===== config.mk =====
export PLATFORM = sky130hd
export DESIGN_NAME = instruction_fetch_unit
export DESIGN_NICKNAME = d
export VERILOG_FILES = /design/src/rtl/instruction_fetch_unit.sv
export SDC_FILE = /design/constraint.sdc
export NUM_CORES = 1
export LEC_CHECK = 0
export BUFFER_PORTS_ARGS = -buffer_cell sky130_fd_sc_hd__buf_2
export CAP_MARGIN = 40
export CORE_MARGIN = 4
export CORE_UTILIZATION = 30
export CTS_CLUSTER_DIAMETER = 200
export DETAILED_ROUTE_END_ITERATION = 8
export HOLD_SLACK_MARGIN = 0.03
export MAX_ROUTING_LAYER = met4
export PLACE_DENSITY_LB_ADDON = 0.05
export SLEW_MARGIN = 5
export SYNTH_ARGS = -nofsm -noshare
export SYNTH_HDL_FRONTEND = slang
export SYNTH_SLANG_ARGS = --single-unit

===== constraint.sdc =====
create_clock -name clk -period 2.9 [get_ports clk]
set_clock_uncertainty 0.05 [all_clocks]
set_input_delay 0 -clock clk [delete_from_list [all_inputs] [get_ports clk]]
set_output_delay 0 -clock clk [all_outputs]
set_load 0.005 [all_outputs]

===== src/rtl/instruction_fetch_unit.sv =====
// Fetch stage: owns the fetch PC, runs one outstanding imem transaction at a time
// and holds a single fetched instruction for the decode pipeline register.
module instruction_fetch_unit #(
    parameter logic [31:0] RESET_PC = 32'hBFC0_0000
) (
    input  logic        clk,
    input  logic        reset_n,
    input  logic        load,
    input  logic [31:0] load_pc,
    input  logic        stall_fetch,
    output logic        imem_req,
    output logic [31:0] imem_addr,
    input  logic        imem_ack,
    input  logic        imem_rvalid,
    input  logic [31:0] imem_rdata,
    input  logic        imem_err,
    output logic        fetch_valid,
    output logic [31:0] fetch_instruction,
    output logic [31:0] fetch_pc,
    output logic [31:0] fetch_pc_plus4,
    output logic        fetch_adel,
    output logic        fetch_ibe,
    output logic        instruction_memory_busy
);

    typedef enum logic [1:0] {StIdle, StReq, StWait, StDrop} state_e;

    state_e      state;
    logic [31:0] pc;
    logic [31:0] req_pc;
    logic        pc_misaligned;
    logic        consume;
    logic        buffer_free;

    assign pc_misaligned = (pc[1:0] != 2'b00);
    assign consume       = fetch_valid && !stall_fetch;
    assign buffer_free   = !fetch_valid || consume;

    // A misaligned PC never reaches the bus; it is reported as an address error.
    assign imem_req  = (state == StReq) && !pc_misaligned;
    assign imem_addr = pc;

    assign fetch_pc_plus4          = fetch_pc + 32'd4;
    assign instruction_memory_busy = ~fetch_valid;

    always_ff @(posedge clk or negedge reset_n) begin
        if (!reset_n) begin
            state             <= StIdle;
            pc                <= RESET_PC;
            req_pc            <= 32'd0;
            fetch_valid       <= 1'b0;
            fetch_instruction <= 32'd0;
            fetch_pc          <= 32'd0;
            fetch_adel        <= 1'b0;
            fetch_ibe         <= 1'b0;
        end else if (load) begin
            pc          <= load_pc;
            fetch_valid <= 1'b0;
            fetch_adel  <= 1'b0;
            fetch_ibe   <= 1'b0;
            // Any response still owed by memory must be drained before a new request.
            if (((state == StWait) || (state == StDrop)) && !imem_rvalid) begin
                state <= StDrop;
            end else if (imem_req && imem_ack) begin
                state <= StDrop;
            end else begin
                state <= StReq;
            end
        end else begin
            if (consume) begin
                fetch_valid <= 1'b0;
            end
            unique case (state)
                StIdle: begin
                    if (buffer_free) begin
                        state <= StReq;
                    end
                end
                StReq: begin
                    if (pc_misaligned) begin
                        if (buffer_free) begin
                            fetch_valid       <= 1'b1;
                            fetch_instruction <= 32'd0;
                            fetch_pc          <= pc;
                            fetch_adel        <= 1'b1;
                            fetch_ibe         <= 1'b0;
                            state             <= StIdle;
                        end
                    end else if (imem_ack) begin
                        req_pc <= pc;
                        pc     <= pc + 32'd4;
                        state  <= StWait;
                    end
                end
                StWait: begin
                    if (imem_rvalid) begin
                        fetch_valid       <= 1'b1;
                        fetch_instruction <= imem_rdata;
                        fetch_pc          <= req_pc;
                        fetch_adel        <= 1'b0;
                        fetch_ibe         <= imem_err;
                        state             <= consume ? StReq : StIdle;
                    end
                end
                StDrop: begin
                    if (imem_rvalid) begin
                        state <= StReq;
                    end
                end
            endcase
        end
    end

endmodule


# Yosys cells after proc, flatten, opt, wreduce, memory -nomap -nowiden
# Cells that the tools add are included.
totals:
  reg_bits: 133
  elab_cells: 87
  out_inout_bits: 133
op_classes:
  n_reduce_logical: 21
  bitwise_logic: 3
  n_eq_ne: 14
  mux: 39
  add_sub_neg: 2
ops:
  columns: ["op", "count"]
  rows:
  - ["two-way mux 32 bit", 10]
  - ["case mux 32 bit (2 select lines)", 2]
  - ["adder 32 x 3 -> 32 bit (second input constant)", 2]
  - ["two-way mux 2 bit", 9]
  - ["inequality test 3 bit (second input constant)", 5]
  - ["two-way mux 1 bit", 14]
  - ["AND reduction 5 bit", 2]
  - ["inequality test 2 bit (second input constant)", 4]
  - ["inequality test 4 bit (second input constant)", 2]
  - ["case mux 2 bit (4 select lines)", 1]
  - ["AND reduction 4 bit", 2]
  - ["nonzero test 2 bit", 4]
  - ["case mux 1 bit (2 select lines)", 3]
  - ["== test 2 bit (second input constant)", 2]
  - ["logical AND 1 bit", 4]
  - ["zero test 1 bit", 4]
  - ["NOT 1 bit", 3]
  - ["AND reduction 3 bit", 1]
  - ["nonzero test 3 bit", 1]
  - ["== test 2 x 1 -> 1 bit (second input constant)", 1]
  - ["zero test 2 bit", 1]
  - ["logical OR 1 bit", 2]

# Logic depth before layout (Yosys ltp)
# Gate-level depths: netlist of the first run.
depth:
  depth_word: 7
  ltp_mapped: 10
  depth_no_buf: 6

# Worst setup path before layout of the first run
# No wires, ideal clock.
synth_path:
  path_kind: "register -> register"
  start: "register state[1]"
  end: "register pc[24], in the netlist imem_addr[24]"
  required_time_ns: 2.773
  setup_time_ns: 0.077
  arrival_ns: 1.996
  path_slack_ns: 0.777
  stages_incl_launch_ff: 9
  n_path_buf: 2
  synth_period_minus_slack_ns: 2.123
  cell_sequence: "dfrtp_1 inv_1 ha_1 buf_2 nor3b_2 nand4_1 clkbuf_8 or3_1 a31oi_1"
synth_via:
  elab_chain_cells: 3
synth_lines:
  columns: ["element", "line", "source"]
  rows:
  - ["from (decl)", "28", "state_e state;"]
  - ["from (signal assigned)", "48", "state <= StIdle;"]
  - ["from (signal assigned)", "63", "state <= StDrop;"]
  - ["from (signal assigned)", "65", "state <= StDrop;"]
  - ["== test 2 x 1 -> 1 bit", "73", "unique case (state)"]
  - ["nonzero test 2 bit (no line)", null, null]
  - ["AND reduction 3 bit (no line)", null, null]
  - ["to (signal assigned)", "57", "pc <= load_pc;"]
  - ["to (signal assigned)", "91", "pc <= pc + 32'd4;"]
  - ["to (decl)", "29", "logic [31:0] pc;"]
# Every way passes these cells.
# A chain may end at the register's enable or synchronous reset.

# Worst setup path after layout of the first run
layout_path:
  start: "register state[1]"
  end: "register pc[28], in the netlist imem_addr[28]"
# The elaborated chain is that of the path after synthesis.

==> flow_summary_export.csv, run 1 <==
group,metric,value,unit
run_status,status,"finished clean",
worst_setup_path,start_kind,"flip-flop",
global_route,grt_overflow,0,
cts,cts_setup_buffers,0,
floorplan,rows,54,
worst_setup_path,arrival,2.70,ns
detailed_routing,route.detailed.drc,0,
synthesis,syn_inst,687,
worst_setup_path,reg2regPathDepth,7,
cts,htree_levels,4,
cells_and_area,multiInputGateArea,3130,um2
cts,cts_buffers,17,
cells_and_area,n_antenna_cell,0,
power,seqPwrFrac,40.0,%
synthesis,ys_warn_count,0,
synthesis,synthArstFlopShare,100,%
synthesis,synthAdderAreaFrac,1.12,%
power,vdd_drop_max,0.000549,V
power,powerDensity,808,nW/um2
floorplan,start_util,30.7,%
global_route,grt_max_degree,129,
power,p_comb_share,31.1,%
worst_setup_path,critPathKind,"flip-flop to flip-flop",
timing,layout_min_cycle_time,2.41,ns
cts,cts_max_path_buffers,2,
detailed_routing,num_vias,5892,
timing,hold_viol_final,0,
timing,setup_viol,0,
cells_and_area,layout.nets,1018,
synthesis,yosysUniqueCellTypes,56,
worst_setup_path,cp.required,3.18,ns
placed_design,place_congestion,0.801,
synthesis,synth_mux_area_share,10.3,%
timing,rsz0062_at_grt,"false",
cts,root_buffer,"clkbuf_16",
detailed_routing,dr.pass1.iters,4,
synthesis,syn_nets,764,
timing,tns,0,ns
timing,worst_pin_slew,0.633,ns
global_route,grt_pass1_wl,31500,um
worst_setup_path,critPathCaptureType,"flip-flop",
synthesis,synth_seq_area_share,49.7,%
placed_design,io_buffers,203,
synthesis,synth-xor-area-share,4.96,%
cells_and_area,most-common-layout-cells,"buf_2 (202), nand2_1 (126), dfrtp_1 (124), o21ai_0 (87), dlygate4sd3_1 (68)",
power,p_switching,2.55,mW
synthesis,synth_compound_area_share,11.5,%
worst_setup_path,critPathMaxFanout,17,
floorplan,die_y,158,um
power,intPower,4.96,mW
global_route,grt_usage,16.4,%
global_route,grt_pass1_vias,5887,
timing,slew_viol_final,0,
min_path,hp-class,"input pin to async pin",
floorplan,ios,204,
cts,post_cts_resize_count,0,
power,sw_frac_of_total,34.0,%
synthesis,synthFlopType,"dfrtp_1",
timing,clock.fmax,415,MHz
power,leakage,4.15,nW
detailed_routing,wl_per_cell,16.1,um
detailed_routing,routed_wl,19900,um
synthesis,synth_area,6720,um2
placed_design,dp_hpwl,14300,um
flow_run,cap_viol_max_count,0,
cts,cts_tree,"yes",
cells_and_area,layout-drive-gt1-share,31.8,%
synthesis,yosys.area_share.simple,18.3,%
synthesis,synth_edf_count,0,
timing,whs,0.0365,ns
cts,cts_hold_buf,68,
cells_and_area,regArea,3340,um2
timing,min_period_over_period,83.2,%
synthesis,synth_top_family_by_area,"simple AND/OR/NAND/NOR gates",
synthesis,ys_ff_latch,133,
cts,cts_sinks,133,
detailed_routing,ant_nets,0,
cells_and_area,area_growth_syn_to_layout,38.3,%
detailed_routing,viasPerCell,4.77,
timing,max_slew_margin,57.7,%
cts,worstSkewPairLatency,0.41,ns
global_route,antenna_found_initial,0,
cells_and_area,layout_commonest_cell,"buf_2",
power,pwr-share-clk,28.9,%
detailed_routing,drt_iter0_markers,311,
cells_and_area,n_fill_cell,2170,
floorplan,dieArea,24800,um2
cts,clkSlewWorstSetupHoldPaths,0.06,ns
floorplan,core,21900,um2
floorplan,die_x,158,um
synthesis,avgSynthCellArea,9.78,um2
[layout make-up]
type	instances	area share, %
well taps	280	3.77
inverters	14	0.566
repair buffers	283	19.6
multi-input cells	492	33.7
clock inverters	10	1.43
flip-flops and latches	133	36.0
clock buffers	22	5.00
[Yosys cell counts (5+ instances only)]
master	instances	area (um2)
nand2_1	126	473
and2_1	6	37.5
nor2_1	25	93.8
dfstp_2	9	236
buf_2	5	25.0
mux2_2	32	360
o21ai_0	87	435
xnor2_1	25	219
nand3_1	17	85.1
and3_1	10	62.6
a31oi_1	18	113
clkbuf_1	35	131
xor2_1	13	114
inv_1	13	48.8
or3_1	7	43.8
or4_1	11	82.6
o31ai_1	10	75.1
dfrtp_1	124	3100
ha_1	6	75.1
nand4_1	21	131
mux2i_1	33	330
[state kept, by name, summed over array words and instances (netlist names)]
name	cells
fetch_instruction	32
fetch_pc	32
imem_addr	32
req_pc	32
state	2
fetch_adel	1
fetch_ibe	1
fetch_valid	1
[stage by stage]
step | utilization [%] | setup slack (ns) | instance area, um2 | instances | power [mW]
2_1_floorplan | - | 0.777 | 6720 | 687 | 4.23
3_3_place_gp | 36.6 | 0.591 | 8010 | 1134 | 5.29
3_5_place_dp | 36.6 | 0.523 | 8010 | 1134 | 5.34
4_1_cts | 42.4 | 0.501 | 9290 | 1234 | 7.63
5_1_grt | 42.4 | 0.267 | 9290 | 1234 | 8.08
6_report | 42.4 | 0.488 | 9290 | 1234 | 7.51
[power groups by stage]
stage | clock network (mW) | registers (mW) | logic, mW
after floorplan | 0 | 2.89 | 1.33
after global placement | 0 | 3.01 | 2.28
after detailed placement | 0 | 3.04 | 2.30
after CTS | 2.24 | 3.01 | 2.38
after global routing | 2.33 | 3.10 | 2.65
final | 2.17 | 3.01 | 2.33
[worst max-delay path, stage by stage (launching register included)]
cell and delay [ns]:
dfrtp_1 0.42, inv_1 0.12, ha_1 0.37, nor3b_2 0.37
nand4_1 0.13, buf_4 0.22, or4_1 0.47, a31oi_1 0.18
[kinds of logic (layout without fill, tap and decap cells)]
family / Yosys count / count (layout)
AOI/OAI and AO/OA: 134 / 134
muxes: 65 / 65
buffers and inverters: 62 / 329
adders and majority gates: 6 / 6
and+or+nand+nor: 249 / 249
xor gates and xnor gates: 38 / 38
DFF: 133 / 133
[final timing paths]
path / from / to / slack (ns)
worst min register to register: fetch_instruction[0] / fetch_instruction[0] / 0.43
worst min-delay path: reset_n / fetch_instruction[28] / 0.04
worst max-delay path: state[1] / imem_addr[28] / 0.49
max in group asynchronous: reset_n / imem_addr[22] / 1.99
min in group clk: load / fetch_ibe / 0.08
worst max register to register: state[1] / imem_addr[28] / 0.49
[routing by layer]
| layer | track usage [%] | part of all wire, % | vias up |
|---|---|---|---|
| met5 | - | 0 | - |
| li1 | - | - | 2928 |
| met3 | 3.47 | 6.6 | 12 |
| met4 | 4.30 | 0.87 | 0 |
| met1 | 22.8 | 49 | 2767 |
| met2 | 24.5 | 44 | 185 |
(Power assumes the default switching activity.)
==> inputs of run 2 (changes only) <==
--- a/config.mk
+++ b/config.mk
@@ -5,6 +5,7 @@
 export SDC_FILE = /design/constraint.sdc
 export NUM_CORES = 1
 export LEC_CHECK = 0
+export ABC_AREA = 1
 export BUFFER_PORTS_ARGS = -buffer_cell sky130_fd_sc_hd__buf_2
 export CAP_MARGIN = 40
 export CORE_MARGIN = 4
==> constraint.sdc (replaced) <==
create_clock -name clk -period 2 [get_ports clk]
set_clock_uncertainty 0.05 [all_clocks]
set_input_delay 0 -clock clk [delete_from_list [all_inputs] [get_ports clk]]
set_output_delay 0 -clock clk [all_outputs]
set_load 0.005 [all_outputs]
==> flow_summary_export.csv, run 2 <==
group,metric,value,unit
timing,hold_viol_final,0,
cells_and_area,layout.nets,1356,
synthesis,avgSynthCellArea,7.47,um2
synthesis,yosysTopAreaCellShare,42.1,%
worst_setup_path,critPathMaxFanout,6,
detailed_routing,num_vias,7340,
cts,cts_buffers,17,
detailed_routing,ant_nets,0,
worst_setup_path,timing.rr.start,"state[0]",
worst_setup_path,cp.required,1.95,ns
synthesis,synth_area,7370,um2
power,leakage,5.15,nW
floorplan,rows,57,
flow_run,cap_viol_max_count,0,
placed_design,io_buffers,203,
cells_and_area,layout_commonest_cell,"nand2_1",
min_path,min-delay-start,"imem_rvalid",
synthesis,synthTopCellsByArea,"dfrtp_1 (42%), nand2_1 (13%), o21ai_0 (7.2%)",
detailed_routing,routed_wl,25100,um
placed_design,place_congestion,0.895,
floorplan,core,24200,um2
power,vdd_drop_max,0.000550,V
timing,max_slew_margin,54.6,%
synthesis,synth_edf_count,0,
power,powerDensity,1210,nW/um2
synthesis,syn_nets,1064,
detailed_routing,wl_per_cell,15.5,um
timing,rsz0062_at_grt,"true",
placed_design,placed_area,8930,um2
synthesis,netlist_top_cells_count,"nand2_1 (262), inv_1 (126), dfrtp_1 (124), o21ai_0 (106), nor2_1 (89)",
synthesis,yosysUniqueCellTypes,39,
floorplan,ios,204,
cts,cts_sinks,133,
timing,setup_viol,0,
power,p_switching,5.06,mW
power,pwr-share-clk,24.5,%
cells_and_area,fin_util,43.4,%
cts,clkSlewWorstSetupHoldPaths,0.07,ns
cells_and_area,most-common-layout-cells,"nand2_1 (261), buf_2 (202), inv_1 (121), dfrtp_1 (112), o21ai_0 (104)",
worst_setup_path,critPathCaptureType,"primary output",
worst_setup_path,r2r_slack,0.13,ns
detailed_routing,drt_iter0_markers,461,
synthesis,synthArstFlopShare,100,%
synthesis,yosys.area.top_type,"dfrtp_1",
synthesis,ys_ff_latch,133,
cts,cts_tree,"yes",
cts,htree_levels,4,
power,seqPwrFrac,35.5,%
worst_setup_path,critPathKind,"flip-flop to primary output",
cts,root_buffer,"clkbuf_16",
cts,worstSkewPairLatency,0.43,ns
min_path,holdPathEnd,"fetch_valid",
global_route,grt_overflow,0,
synthesis,yosysMostFrequentCell,"nand2_1",
cells_and_area,layout-drive-gt1-share,26.7,%
timing,tns,0,ns
floorplan,start_util,30.4,%
synthesis,synth_seq_area_share,45.3,%
min_path,hp-class,"input pin to flip-flop",
timing,min_period_over_period,97.6,%
worst_setup_path,start_kind,"flip-flop",
floorplan,die_x,165,um
detailed_routing,route.detailed.drc,0,
power,total_power,12.7,mW
run_status,status,"finished clean",
global_route,antenna_found_initial,0,
cells_and_area,n_antenna_cell,0,
global_route,grt_max_degree,52,
power,intPower,7.68,mW
floorplan,dieArea,27200,um2
cts,cts_max_path_buffers,2,
worst_setup_path,arrival,1.90,ns
detailed_routing,dr.pass1.iters,6,
timing,layout_min_cycle_time,1.95,ns
timing,setup_slack,0.0485,ns
worst_setup_path,crit_path_start,"fetch_pc[24]",
timing,clock.fmax,512,MHz
detailed_routing,viasPerCell,4.54,
global_route,grt_usage,19.1,%
power,sw_frac_of_total,39.7,%
global_route,grt_pass1_wl,39300,um
placed_design,dp_slack,0.0965,ns
cells_and_area,fin_area,10500,um2
timing,worst_pin_slew,0.679,ns
timing,slew_viol_final,0,
worst_setup_path,reg2reg_to,"fetch_pc[25]",
cells_and_area,area_growth_syn_to_layout,42.7,%
min_path,min_delay_path_depth,5,
placed_design,dp_hpwl,18400,um
synthesis,ys_warn_count,0,
global_route,grt_pass1_vias,7106,
worst_setup_path,reg2regPathDepth,8,
floorplan,die_y,165,um
synthesis,syn_inst,987,
synthesis,synthFlopType,"dfrtp_1",
power,p_comb_share,40.0,%
[run 2: changes by cell type in the layout (fill, tap and decap cells not counted), moves of 25 or more]
cell / before / now
nand2_1: 126 / 261
xnor2_1: 25 / 0
inv_1: 13 / 121
o211ai_1: 3 / 28
nand3_1: 17 / 76
mux2_2: 32 / 0
mux2i_1: 33 / 0
nor2_1: 24 / 84
[run 2: how the worst max path moves through the flow]
stage | to | cells past startpoint
after floorplan | fetch_pc[0] | 9
after global placement | fetch_pc[12] | 9
after detailed placement | fetch_pc[25] | 10
after CTS | fetch_pc_plus4[18] | 8
after global routing | fetch_pc_plus4[27] | 7
final | fetch_pc_plus4[27] | 7
[run 2: cell type report]
| cell class | count | area (um2) |
|---|---|---|
| tap | 324 | 405 |
| sequential | 133 | 3350 |
| clock inverter | 15 | 159 |
| inverter | 129 | 484 |
| timing repair buffer | 318 | 2250 |
| multi-input combinational | 680 | 3450 |
| clock buffer | 17 | 425 |
| fill | 2574 | 13700 |
[run 2: logic make-up (layout without fill, tap and decap cells)]
| family | after synthesis | count (layout) | share of synthesized area [%] |
|---|---|---|---|
| flip-flops | 133 | 133 | 45.3 |
| buffers and inverters | 174 | 479 | 9.65 |
| AO/OA/AOI/OAI | 170 | 170 | 13.0 |
| adder cells (fa/ha/maj) | 6 | 6 | 1.02 |
| AND/OR/NAND/NOR | 475 | 475 | 27.6 |
| XOR/XNOR | 29 | 29 | 3.44 |
[run 2: metrics by stage]
stage | instances | hold WS [ns]
detailed placement | 1500 | -0.0964
global route | 1616 | 0.0854
floorplan | 987 | -0.346
CTS | 1604 | 0.0579
finish | 1616 | 0.0645
global placement | 1500 | -0.0990
[run 2: power by group through the flow]
| stage | Sequential [mW] | Combinational [mW] | Clock, mW |
|---|---|---|---|
| floorplan | 4.38 | 2.53 | 0 |
| global placement | 4.55 | 4.54 | 0 |
| detailed placement | 4.54 | 4.57 | 0 |
| CTS | 4.50 | 4.74 | 3.21 |
| global route | 4.66 | 5.81 | 3.34 |
| finish | 4.51 | 5.09 | 3.12 |
[run 2: routing by layer]
metal | track usage [%] | wire, um
met1 | 28.2 | 12800
met2 | 27.7 | 10700
met3 | 3.04 | 1260
met4 | 3.93 | 231
met5 | - | 0
[run 2: timing repair]
action | CTS | global route
cloned | 0 | 3
gates resized for setup | 10 | 39
buffers inserted | 2 | 9
setup endpoints to repair | 10 | 71
pin swaps | 0 | 5
hold endpoints to repair | 192 | 0
hold buffers | 70 | 0
[run 2: worst max-delay path, cell delays in order (launching register included)]
cell	delay (ns)
dfrtp_1	0.44
nand2_1	0.13
nor2_1	0.20
nand2_1	0.10
nor2_1	0.11
nand4_1	0.18
xor2_1	0.19
buf_2	0.13
